**config.mk**
```make
export PLATFORM = sky130hd
export DESIGN_NAME = router_pkt_tx_flat
export DESIGN_NICKNAME = d
export VERILOG_FILES = /design/src/rtl/router_pkg.sv /design/src/rtl/router_pkt_tx_if.sv /design/src/rtl/router_tx_buf.sv /design/src/rtl/router_pkt_tx.sv /design/src/flat_wrapper.sv
export SDC_FILE = /design/constraint.sdc
export NUM_CORES = 1
export LEC_CHECK = 0
export ABC_CLOCK_PERIOD_IN_PS = 7800
export CAP_MARGIN = 10
export CORE_ASPECT_RATIO = 1.75
export CORE_MARGIN = 3
export CORE_UTILIZATION = 62
export CTS_BUF_LIST = sky130_fd_sc_hd__clkbuf_8 sky130_fd_sc_hd__clkbuf_16
export DETAILED_ROUTE_END_ITERATION = 7
export PLACE_DENSITY_LB_ADDON = 0.15
export SKIP_CTS_REPAIR_TIMING = 1
export SKIP_LAST_GASP = 1
export SYNTH_ARGS = -nofsm -noshare
export SYNTH_HDL_FRONTEND = slang
export SYNTH_SLANG_ARGS = --single-unit
export TNS_END_PERCENT = 1
```
**constraint.sdc**
```tcl
create_clock -name clock -period 7.8 [get_ports clock]
set_input_delay 0.78 -clock clock [delete_from_list [all_inputs] [get_ports clock]]
set_output_delay 0.78 -clock clock [all_outputs]
set_load 0.01 [all_outputs]
```
**src/rtl/router_pkg.sv**
```systemverilog
// Shared definitions for the router packet transmitter: FSM states and header layout.
package router_pkg;

  typedef enum logic [2:0] {
    IDLE,
    LOAD,
    HDR,
    PAY,
    PAR,
    GAP
  } tx_state_e;

  localparam int         ADDR_LSB     = 0;
  localparam int         LEN_LSB      = 2;
  localparam logic [1:0] DEST_INVALID = 2'b11;

endpackage

```
**src/rtl/router_pkt_tx_if.sv**
```systemverilog
// Request, payload and router-side signals of the packet transmitter.
// The master modport is the transmitter; the slave modport is the host/router side.
interface router_pkt_tx_if #(
  parameter int LEN_W = 6
);

  logic             req_valid;
  logic [1:0]       req_dest;
  logic [LEN_W-1:0] req_len;
  logic             req_ready;
  logic             pay_valid;
  logic [7:0]       pay_data;
  logic             pay_ready;
  logic             busy;
  logic             pkt_valid;
  logic [7:0]       data_out;
  logic             tx_done;
  logic             req_err;

  modport master (
    input  req_valid, req_dest, req_len, pay_valid, pay_data, busy,
    output req_ready, pay_ready, pkt_valid, data_out, tx_done, req_err
  );

  modport slave (
    output req_valid, req_dest, req_len, pay_valid, pay_data, busy,
    input  req_ready, pay_ready, pkt_valid, data_out, tx_done, req_err
  );

endinterface

```
**src/rtl/router_tx_buf.sv**
```systemverilog
// Payload buffer: 2^AW x 8 register array, synchronous write, combinational read.
module router_tx_buf #(
  parameter int AW = 6
) (
  input  logic          clock,
  input  logic          i_we,
  input  logic [AW-1:0] i_waddr,
  input  logic [7:0]    i_wdata,
  input  logic [AW-1:0] i_raddr,
  output logic [7:0]    o_rdata
);

  logic [7:0] r_mem [2**AW];

  // NOTE: the array is deliberately not reset; every location read in a packet was written earlier in that packet.
  always_ff @(posedge clock) begin
    if (i_we) r_mem[i_waddr] <= i_wdata;
  end

  assign o_rdata = r_mem[i_raddr];

endmodule

```
**src/rtl/router_pkt_tx.sv**
```systemverilog
// Router packet transmitter: buffers a payload, then sends header, payload and parity.
// Optional macro ROUTER_TX_ERR_INJ_EN adds inj_err to invert the parity of a requested packet. IDLE_GAP must be >= 1.
module router_pkt_tx
  import router_pkg::*;
#(
  parameter int LEN_W    = 6,
  parameter int IDLE_GAP = 2
) (
  input  logic clock,
  input  logic resetn,
`ifdef ROUTER_TX_ERR_INJ_EN
  input  logic inj_err,
`endif
  router_pkt_tx_if.master bus
);

  localparam int GAP_W = (IDLE_GAP > 2) ? $clog2(IDLE_GAP) : 1;

  tx_state_e        r_state, w_state_nxt;
  logic [LEN_W-1:0] r_len;
  logic [LEN_W-1:0] r_cnt, w_cnt_nxt;
  logic [GAP_W-1:0] r_gap, w_gap_nxt;
  logic [7:0]       r_hdr;
  logic [7:0]       r_par, w_par_nxt;
  logic             r_pkt_valid, w_pkt_valid_nxt;
  logic [7:0]       r_data_out, w_data_nxt;
  logic             r_tx_done, w_tx_done_nxt;
  logic             r_req_err, w_req_err_nxt;
  logic             w_latch_req;
  logic             w_req_bad;
  logic [7:0]       w_hdr_in;
  logic [7:0]       w_par_out;
  logic [7:0]       w_rdata;
  logic             w_buf_we;

  assign w_hdr_in  = (8'(bus.req_len) << LEN_LSB) | (8'(bus.req_dest) << ADDR_LSB);
  assign w_req_bad = (bus.req_dest == DEST_INVALID) || (bus.req_len == '0);
  assign w_buf_we  = (r_state == LOAD) && bus.pay_valid;

`ifdef ROUTER_TX_ERR_INJ_EN
  logic r_inj;

  always_ff @(posedge clock or negedge resetn) begin
    if (!resetn)          r_inj <= 1'b0;
    else if (w_latch_req) r_inj <= inj_err;
  end

  assign w_par_out = r_par ^ {8{r_inj}};
`else
  assign w_par_out = r_par;
`endif

  // r_cnt is the write address while loading and the next-byte read address while sending.
  router_tx_buf #(.AW(LEN_W)) u_buf (
    .clock   (clock),
    .i_we    (w_buf_we),
    .i_waddr (r_cnt),
    .i_wdata (bus.pay_data),
    .i_raddr (r_cnt),
    .o_rdata (w_rdata)
  );

  // NOTE: state and datapath registers use non-blocking assignments so every register samples pre-edge values.
  always_ff @(posedge clock or negedge resetn) begin
    if (!resetn) r_state <= IDLE;
    else         r_state <= w_state_nxt;
  end

  // NOTE: every signal gets its hold/idle value first, so no path through the case can infer a latch.
  always_comb begin
    w_state_nxt     = r_state;
    w_cnt_nxt       = r_cnt;
    w_gap_nxt       = r_gap;
    w_par_nxt       = r_par;
    w_pkt_valid_nxt = r_pkt_valid;
    w_data_nxt      = r_data_out;
    w_tx_done_nxt   = 1'b0;
    w_req_err_nxt   = 1'b0;
    w_latch_req     = 1'b0;
    case (r_state)
      IDLE: if (bus.req_valid) begin
        if (w_req_bad) begin
          w_req_err_nxt = 1'b1;
        end else begin
          w_latch_req = 1'b1;
          w_cnt_nxt   = '0;
          w_par_nxt   = w_hdr_in;
          w_state_nxt = LOAD;
        end
      end
      LOAD: if (bus.pay_valid) begin
        w_par_nxt = r_par ^ bus.pay_data;
        if (r_cnt == r_len - 1'b1) begin
          w_cnt_nxt       = '0;
          w_pkt_valid_nxt = 1'b1;
          w_data_nxt      = r_hdr;
          w_state_nxt     = HDR;
        end else begin
          w_cnt_nxt = r_cnt + 1'b1;
        end
      end
      HDR: if (!bus.busy) begin
        w_data_nxt  = w_rdata;
        w_cnt_nxt   = r_cnt + 1'b1;
        w_state_nxt = PAY;
      end
      // r_cnt == r_len means the byte on data_out is the last one.
      PAY: if (!bus.busy) begin
        if (r_cnt == r_len) begin
          w_pkt_valid_nxt = 1'b0;
          w_data_nxt      = w_par_out;
          w_state_nxt     = PAR;
        end else begin
          w_data_nxt = w_rdata;
          w_cnt_nxt  = r_cnt + 1'b1;
        end
      end
      PAR: if (!bus.busy) begin
        w_tx_done_nxt = 1'b1;
        w_data_nxt    = 8'h00;
        w_gap_nxt     = '0;
        w_state_nxt   = GAP;
      end
      GAP: begin
        if (r_gap == GAP_W'(IDLE_GAP - 1)) w_state_nxt = IDLE;
        else                               w_gap_nxt   = r_gap + 1'b1;
      end
      default: w_state_nxt = IDLE;
    endcase
  end

  always_ff @(posedge clock or negedge resetn) begin
    if (!resetn) begin
      r_len       <= '0;
      r_hdr       <= 8'h00;
      r_cnt       <= '0;
      r_gap       <= '0;
      r_par       <= 8'h00;
      r_pkt_valid <= 1'b0;
      r_data_out  <= 8'h00;
      r_tx_done   <= 1'b0;
      r_req_err   <= 1'b0;
    end else begin
      if (w_latch_req) begin
        r_len <= bus.req_len;
        r_hdr <= w_hdr_in;
      end
      r_cnt       <= w_cnt_nxt;
      r_gap       <= w_gap_nxt;
      r_par       <= w_par_nxt;
      r_pkt_valid <= w_pkt_valid_nxt;
      r_data_out  <= w_data_nxt;
      r_tx_done   <= w_tx_done_nxt;
      r_req_err   <= w_req_err_nxt;
    end
  end

  assign bus.req_ready = (r_state == IDLE);
  assign bus.pay_ready = (r_state == LOAD);
  assign bus.pkt_valid = r_pkt_valid;
  assign bus.data_out  = r_data_out;
  assign bus.tx_done   = r_tx_done;
  assign bus.req_err   = r_req_err;

endmodule

```
**src/flat_wrapper.sv**
```systemverilog
// flat-port wrapper written by rule: the top's interface ports become plain ports
module router_pkt_tx_flat import router_pkg::*;
#(
  parameter int LEN_W    = 6,
  parameter int IDLE_GAP = 2
)
  (clock, resetn, bus_req_valid, bus_req_dest, bus_req_len, bus_pay_valid, bus_pay_data, bus_busy, bus_req_ready, bus_pay_ready, bus_pkt_valid, bus_data_out, bus_tx_done, bus_req_err);
  router_pkt_tx_if #(.LEN_W(LEN_W)) bus_i ();
  input  logic clock;
  input  logic resetn;
  input wire logic [$bits(bus_i.req_valid)-1:0] bus_req_valid;
  input wire logic [$bits(bus_i.req_dest)-1:0] bus_req_dest;
  input wire logic [$bits(bus_i.req_len)-1:0] bus_req_len;
  input wire logic [$bits(bus_i.pay_valid)-1:0] bus_pay_valid;
  input wire logic [$bits(bus_i.pay_data)-1:0] bus_pay_data;
  input wire logic [$bits(bus_i.busy)-1:0] bus_busy;
  output wire logic [$bits(bus_i.req_ready)-1:0] bus_req_ready;
  output wire logic [$bits(bus_i.pay_ready)-1:0] bus_pay_ready;
  output wire logic [$bits(bus_i.pkt_valid)-1:0] bus_pkt_valid;
  output wire logic [$bits(bus_i.data_out)-1:0] bus_data_out;
  output wire logic [$bits(bus_i.tx_done)-1:0] bus_tx_done;
  output wire logic [$bits(bus_i.req_err)-1:0] bus_req_err;
  assign bus_i.req_valid = bus_req_valid;
  assign bus_i.req_dest = bus_req_dest;
  assign bus_i.req_len = bus_req_len;
  assign bus_i.pay_valid = bus_pay_valid;
  assign bus_i.pay_data = bus_pay_data;
  assign bus_i.busy = bus_busy;
  assign bus_req_ready = bus_i.req_ready;
  assign bus_pay_ready = bus_i.pay_ready;
  assign bus_pkt_valid = bus_i.pkt_valid;
  assign bus_data_out = bus_i.data_out;
  assign bus_tx_done = bus_i.tx_done;
  assign bus_req_err = bus_i.req_err;
  router_pkt_tx #(.LEN_W(LEN_W), .IDLE_GAP(IDLE_GAP)) u_core (.clock(clock), .resetn(resetn), .bus(bus_i));
endmodule
```
Yosys cells after proc, flatten, opt, wreduce, memory -nomap -nowiden

Memories as Yosys holds them, arrays and structs flattened.
Index checks and enable logic that the tools add are counted.

RAM bits: 512
Flip-flop bits (word level): 43
Memories kept: 1

Mux-type cells: 47
Add/sub/neg operators: 3
Bitwise logic cells: 2
Eq/ne operators: 18
Reductions and logical operators: 15

Memories:

| memory             | depth | width | rd ports | clocked after memory_dff | wr ports | RTL line            | text |
|---|---|---|---|---|---|---|---|
| u_core.u_buf.r_mem | 64    | 8     | 1        | 0                        | 1        | router_tx_buf.sv:13 | `logic [7:0] r_mem [2**AW];` |

Operator list:

| cell                                                  | count |
|---|---|
| two-way mux 8 bit                                     | 9 |
| two-way mux 6 bit                                     | 7 |
| one-hot mux 8 bit (4 select lines)                    | 1 |
| two-way mux 3 bit                                     | 9 |
| one-hot mux 6 bit (4 select lines)                    | 1 |
| one-hot mux 3 bit (6 select lines)                    | 1 |
| two-way mux 1 bit                                     | 16 |
| one-hot mux 8 bit (2 select lines)                    | 1 |
| inequality test 2 bit, second input constant          | 7 |
| equality test 6 bit                                   | 2 |
| AND reduction 9 bit                                   | 1 |
| OR 8 x 2 -> 8 bit                                     | 1 |
| nonzero test 4 bit                                    | 2 |
| bitwise XOR 8 bit                                     | 1 |
| AND reduction 7 bit                                   | 1 |
| adder 6 x 1 -> 6 bit, second input constant           | 1 |
| equality test 3 x 2 -> 1 bit, second input constant   | 2 |
| equality test 3 bit, second input constant            | 2 |
| zero test 6 bit                                       | 1 |
| inequality test 2 x 1 -> 1 bit, second input constant | 3 |
| AND reduction 6 bit                                   | 1 |
| nonzero test 2 bit                                    | 3 |
| subtractor 6 x 1 -> 6 bit, second input constant      | 1 |
| AND reduction 5 bit                                   | 1 |
| other kinds (9)                                       | 10 |

Depth between registers and ports, before layout

Gate-level depths: netlist of run 1.

Depth in word-level cells: 5
Depth in mapped cells: 10
Depth with buffers taken out: 8

Modules after synthesis

Synthesis of run 1 repeated with hierarchy kept, for this count alone.

Cells, all modules: 1162
Area total of the unflattened synthesis: 22297.6 um2

By module, submodules not included:

| module        | area an instance (um2) | cells each | times used | seq. area each (um2) |
|---|---|---|---|---|
| router_tx_buf | 20006.7                | 932        | 1          | 15374.7 |
| router_pkt_tx | 2290.9                 | 230        | 1          | 925.9 |

Least setup slack after synthesis of run 1

OpenSTA, ideal clock, no wires.

Path kind: register -> register
From: reg u_core.r_cnt[1]
To: mem u_core.u_buf.r_mem[33][0], enable pin
Period minus slack after synthesis: 2.568 ns
Arrival time: 2.198 ns
Path buffers: 5
Stages on the path, launching flop included: 9
Slack: 5.232 ns
Cells stage by stage: dfrtp_1 > buf_2 > buf_4 > clkbuf_1 > buf_2 > buf_2 > nor2_1 > nand4_1 > nor2_1

RTL lines:

| what                   | RTL line             | text |
|---|---|---|
| from (decl)            | router_pkt_tx.sv:21  | `logic [LEN_W-1:0] r_cnt, w_cnt_nxt;` |
| from (signal assigned) | router_pkt_tx.sv:148 | `r_cnt <= w_cnt_nxt;` |
| to (decl)              | router_tx_buf.sv:13  |  |

Straight into the memory's write port.

Final worst setup path of run 1

From: reg u_core.r_cnt[2]
To: mem u_core.u_buf.r_mem[52][5], enable pin

Straight into the memory's write port.

==> impl_metrics.toml, run 1 <==
[clocking]
h-tree-depth = 2
cts_buffer_depth = 3
path_clk_slew_ns = 0.07
cts_tree = "yes"
cts_made_buffers = 47
cts_num_sinks = 549
clock_latency_ns = 0.57
clockRootBuffer = "clkbuf_16"

[critical_path]
endpoint_kind = "flip-flop"
worst-path-max-fanout = 69
max_stage_delay_ns = 1.11
slowest_stage = "nor2_1"
r2r-start = "u_core.r_cnt[2]"
crit_chain = "buf_4 > nand4_1 > nor2_1"
startpoint = "u_core.r_cnt[2]"
startpoint_type = "flip-flop"
crit_required_ns = 7.99
reg2reg_depth = 3
crit_arrival_ns = 4.39
crit_type = "flip-flop to flip-flop"

[pwr]
ir_worst_vdd_uv = 223
p_per_area_mw_per_mm2 = 317
p_leak_nw = 7.80

[place]
place_area_mm2 = 0.0231
dp_worst_setup_slack_ns = 3.65
place_congestion = 0.911
placed_cells = 1892
place_hpwl_mm = 34.0
numPortBuffers = 33

[yosys]
ys_ff_latch = 549
synthCells = 1474
yosys.area.top_type = "edfxtp_1"
yosys-top-cells-area = "edfxtp_1 68%, mux2i_1 4.3%, dfrtp_1 4.1%"
async_flop_share_pct = 6.74
yosys_warnings = 0
synth-main-ff-cell = "edfxtp_1"
yosysTopAreaCellShare_pct = 68.5
synth.distinct_cells = 55
yosysSeqAreaShare_pct = 72.6
syn_avg_cell_area_um2 = 15.2
syn_area_mm2 = 0.0225
synth_edf_count = 512
synth_nets = 1497

[sta]
slew_viol_final = 0
fin_setup_tns_ns = 0
rsz0062_at_grt = "false"
hold_violations = 0
holdWs_ns = 0.349
tightest_slew_ns = 1.20
fin_crit_sh_pct = 53.9
slew_headroom_pct = 19.6
fin_ws_ns = 3.60
skew_ns = 0.0148
fin_crit_ns = 4.20
max_freq_mhz = 238
setup-violations-final = 0

[floorplanning]
die_height_um = 258
fp.dieArea_mm2 = 0.0386
num_rows = 91
ios = 34
initial_utilization_pct = 63.2
die_w_um = 150
core-area_mm2 = 0.0355

[grt]
grt_max_degree = 157
grt_use_met3_pct = 3.70
grtUsageMet2_pct = 49.2
antenna_found_initial = 1
grt.overflow.total = 0
grt_util_all_layers_pct = 29.3
grt_pass1_wl_mm = 83.8
use_met1_pct = 37.7
grt_pass1_vias = 13300
busiest_layer = "met2"

[final_layout]
stdcell_area_mm2 = 0.0245
syn_to_final_growth_pct = 9.23
fin_nets = 1499
stdcell_count = 1977
layout_commonest_cell = "edfxtp_1"
final_cell_mix = "512 x edfxtp_1, 96 x mux2i_1, 94 x nor2_1, 94 x o21ai_0, 65 x a21oi_1"
drive_gt1_share_pct = 10.2

[route]
drt_iter0_markers = 1525
antenna_left = 0
drc = 0
dr.pass1.iters = 6
post_drt_wl_per_cell_um = 28.5
drt-total-wl_mm = 56.4
avgViaCountPerCell = 6.82
vias = 13500

[hold_path]
hp-class = "input port to async pin"

[run]
drv_cap = 0

[run_status]
status = "complete, no violations"
==> synthesized netlist by cell type (3+ instances only) <==
cell       instances
a21oi_1           65
mux2i_1           96
o21ai_0           94
nor3_1            11
o31ai_1            6
o22ai_1           17
nand3b_1           3
buf_4              5
o2111ai_1         12
nor2b_1           38
and2_1             5
a21o_1             6
or4_1              4
buf_1              7
a22o_1            14
a221oi_1          12
mux4_2            20
nand2b_1           5
nand2_1           50
a211oi_1           4
o221ai_1          32
inv_1             11
a32oi_1           12
dfrtp_1           37
a22oi_1           57
nand3_1           53
xnor2_1            9
a31oi_1           11
clkbuf_1          58
mux2_2            31
or2_2              3
edfxtp_1         512
o41ai_1            3
nand4_1            6
or3_1             12
nor2_1            96
buf_2             30
==> sequential cells by signal, indices dropped and copies added, names as in the netlist <==
| name | count |
|---|---|
| u_core.u_buf.r_mem | 512 |
| u_core.bus.data_out | 8 |
| u_core.r_hdr | 8 |
| u_core.r_par | 8 |
| u_core.r_cnt | 6 |
| u_core.r_state | 3 |
| u_core.bus.pkt_valid | 1 |
| u_core.bus.req_err | 1 |
| u_core.bus.tx_done | 1 |
| u_core.r_gap | 1 |
==> kinds of logic (layout without fill, tap and decap cells) <==
logic type | Yosys count | after routing | synth area share, %
DFF | 549 | 549 | 72.6
buffers and inverters | 112 | 149 | 2.12
xor gates and xnor gates | 10 | 10 | 0.390
muxes | 147 | 147 | 7.84
other | 0 | 1 | 0
and+or+nand+nor | 293 | 293 | 6.26
AOI/OAI and AO/OA | 361 | 361 | 10.7
adders and majority gates | 2 | 2 | 0.111
==> per-stage QoR <==
step | utilization, % | total power [mW]
after detailed placement | 65.0 | 5.57
after floorplan | - | 4.87
final | 69.0 | 7.76
after global placement | 65.0 | 5.55
after CTS | 69.0 | 7.75
after global routing | 69.0 | 8.03
==> path summary, 6_finish.rpt <==
path	end	slack, ns
setup / recovery	u_core.u_buf.r_mem[52][5]	3.60
hold / removal	u_core.bus.req_err	0.35
setup reg to reg	u_core.u_buf.r_mem[52][5]	3.60
hold reg to reg	u_core.bus.pkt_valid	0.51
max in group asynchronous	u_core.r_cnt[0]	6.76
min in group clock	u_core.bus.pkt_valid	0.51
==> critical path, delay by kind of cell (launching register included) <==
kind / cells / cell delay, ns
buffers and inverters: 1 / 0.85
flip-flops: 1 / 0.80
AND/OR/NAND/NOR: 2 / 2.13
==> where the power goes <==
part	leakage [nW]	internal, mW	switching [mW]
Sequential	5.03	3.32	0.197
Clock	0.738	1.19	1.02
Combinational	2.04	0.732	1.31
Total	7.80	5.24	2.53
==> metal layers <==
| layer | routed length [µm] | share of wire (%) |
|---|---|---|
| met5 | 0 | 0 |
| met4 | 3230 | 5.7 |
| met3 | 4180 | 7.4 |
| met2 | 28700 | 51 |
| met1 | 20400 | 36 |
==> area by class of cell <==
type | instances | area, µm²
antenna | 1 | 2.50
clock buffer | 51 | 1250
clock inverter | 33 | 183
fill | 2345 | 11000
inverter | 12 | 45.0
multi-input combinational | 813 | 5690
sequential | 549 | 16300
tap | 465 | 582
timing repair buffer | 53 | 460
Note: power is estimated with default switching activity, not from simulation.
==> inputs of run 2 (changes only) <==
--- a/config.mk
+++ b/config.mk
@@ -5,11 +5,11 @@
 export SDC_FILE = /design/constraint.sdc
 export NUM_CORES = 1
 export LEC_CHECK = 0
-export ABC_CLOCK_PERIOD_IN_PS = 7800
+export ABC_CLOCK_PERIOD_IN_PS = 3750
 export CAP_MARGIN = 10
 export CORE_ASPECT_RATIO = 1.75
 export CORE_MARGIN = 3
-export CORE_UTILIZATION = 62
+export CORE_UTILIZATION = 56
 export CTS_BUF_LIST = sky130_fd_sc_hd__clkbuf_8 sky130_fd_sc_hd__clkbuf_16
 export DETAILED_ROUTE_END_ITERATION = 7
 export PLACE_DENSITY_LB_ADDON = 0.15
==> constraint.sdc (replaced) <==
create_clock -name clock -period 3.75 [get_ports clock]
set_input_delay 0.375 -clock clock [delete_from_list [all_inputs] [get_ports clock]]
set_output_delay 0.375 -clock clock [all_outputs]
set_load 0.01 [all_outputs]
==> run 2 against run 1 <==
Critical path depth rose by 5. Clock-buffer cell count shrank 4. Die area rose by 10%. Critical endpoint is now u_core.bus.data_out[3].
==> impl_metrics.toml, run 2 (synthesis gave the netlist of run 1 again) <==
[final_layout]
fin_nets = 1567
drive_gt1_share_pct = 14.2
syn_to_final_growth_pct = 12.2
layout_commonest_cell = "edfxtp_1"
largest_reg_flops = 512
stdcell_area_mm2 = 0.0252
final_cell_mix = "512 x edfxtp_1, 96 x mux2i_1, 94 x nor2_1, 94 x o21ai_0, 83 x buf_4"
max_flop_register = "u_core.u_buf.r_mem"

[pwr]
p_leak_nw = 8.19
ir_worst_vdd_uv = 398
pwr-share-comb_pct = 26.9
p_sw_share_pct = 32.3
p_per_area_mw_per_mm2 = 659
p_sw_mw = 5.36
p_int_mw = 11.2
pwr-share-clk_pct = 29.4
power_frac_seq_pct = 43.7

[clocking]
cts_buffer_depth = 3
cts_tree = "yes"
cts_made_buffers = 47
h-tree-depth = 2
path_clk_slew_ns = 0.07
cts_num_sinks = 549
clock_latency_ns = 0.58
clockRootBuffer = "clkbuf_16"

[run_status]
status = "complete, no violations"

[critical_path]
crit_required_ns = 4.18
crit_arrival_ns = 3.68
endpoint_kind = "flip-flop"
path_buf_inv = 1
startpoint_type = "flip-flop"
slowest_stage = "dfrtp_4"
crit_chain = "and2_2 > buf_4 > a22oi_1 > o221ai_1 > o21ai_0 > nand4b_1 > o31ai_1 > o2111ai_1"
crit_family = "compound AO/OA/AOI/OAI gates"
crit_type = "flip-flop to flip-flop"
max_stage_delay_ns = 0.67
worst-path-max-fanout = 32

[sta]
setup-violations-final = 0
fin_crit_sh_pct = 86.8
fin_crit_ns = 3.25
slew_headroom_pct = 18.8
fin_setup_tns_ns = 0
slew_viol_final = 0
max_freq_mhz = 307
rsz0062_at_grt = "false"
tightest_slew_ns = 1.21
hold_violations = 0
skew_ns = 0.0160

[grt]
grt.overflow.total = 0
grt_pass1_vias = 13600
antenna_found_initial = 0
grt_pass1_wl_mm = 88.5
grt_max_degree = 79
grt_util_all_layers_pct = 28.0

[route]
drc = 0
drt_iter0_markers = 1828
drt-total-wl_mm = 59.1
antenna_left = 0
dr.pass1.iters = 6
vias = 13700
post_drt_wl_per_cell_um = 28.5
avgViaCountPerCell = 6.63

[floorplanning]
initial_utilization_pct = 57.0
die_height_um = 271
core-area_mm2 = 0.0394
ios = 34
fp.dieArea_mm2 = 0.0426
die_w_um = 157
num_rows = 96

[place]
place_congestion = 0.932
place_area_mm2 = 0.0236
numPortBuffers = 33
place_hpwl_mm = 38.1

[hold_path]
hp-class = "input port to flip-flop"

[run]
drv_cap = 0
[run 2: final timing paths]
check                                startpoint                   endpoint  slack (ns)  cells past startpoint
max reg2reg                     u_core.r_cnt[1]     u_core.bus.data_out[3]        0.50                      8
max in group asynchronous                resetn            u_core.r_cnt[0]        2.65                      2
min                             bus_pay_data[3]  u_core.u_buf.r_mem[59][3]        0.34                      1
min reg2reg                u_core.bus.pkt_valid       u_core.bus.pkt_valid        0.50                      1
min in group asynchronous                resetn         u_core.bus.req_err        0.45                      2
max                             u_core.r_cnt[1]     u_core.bus.data_out[3]        0.50                      8
[run 2: area by class of cell]
| cell class | count | area (µm²) |
|---|---|---|
| sequential | 549 | 16300 |
| fill | 2924 | 14200 |
| multi-input combinational | 813 | 5690 |
| clock buffer | 47 | 1180 |
| timing repair buffer | 121 | 998 |
| tap | 490 | 613 |
| clock inverter | 41 | 365 |
| inverter | 12 | 45.0 |
| antenna | 1 | 2.50 |
[run 2: layer usage]
metal / global-route usage, % / vias up / part of all wire, %
li1: - / 5972 / -
met2: 47.3 / 667 / 51
met3: 3.75 / 158 / 6.8
met5: 0 / - / 0
met1: 36.4 / 6949 / 37
met4: 11.7 / 0 / 5.0
[run 2: through the flow]
step | setup WS [ns] | total power, mW | hold WS (ns) | cells | util, %
2_1_floorplan | 1.18 | 10.1 | 0.0794 | 1474 | -
3_3_place_gp | 0.646 | 11.7 | 0.482 | 1984 | 60.0
3_5_place_dp | 0.627 | 11.8 | 0.494 | 1984 | 60.0
4_1_cts | 0.598 | 16.6 | -0.0756 | 2072 | 63.9
5_1_grt | 0.445 | 17.2 | 0.339 | 2073 | 64.0
6_report | 0.496 | 16.6 | 0.344 | 2074 | 64.0
[run 2: power groups by stage]
stage	registers [mW]	clock network (mW)	logic, mW
floorplan	7.16	0	2.98
global placement	7.36	0	4.36
detailed placement	7.36	0	4.41
CTS	7.23	4.95	4.43
global route	7.27	5.18	4.78
finish	7.25	4.89	4.46
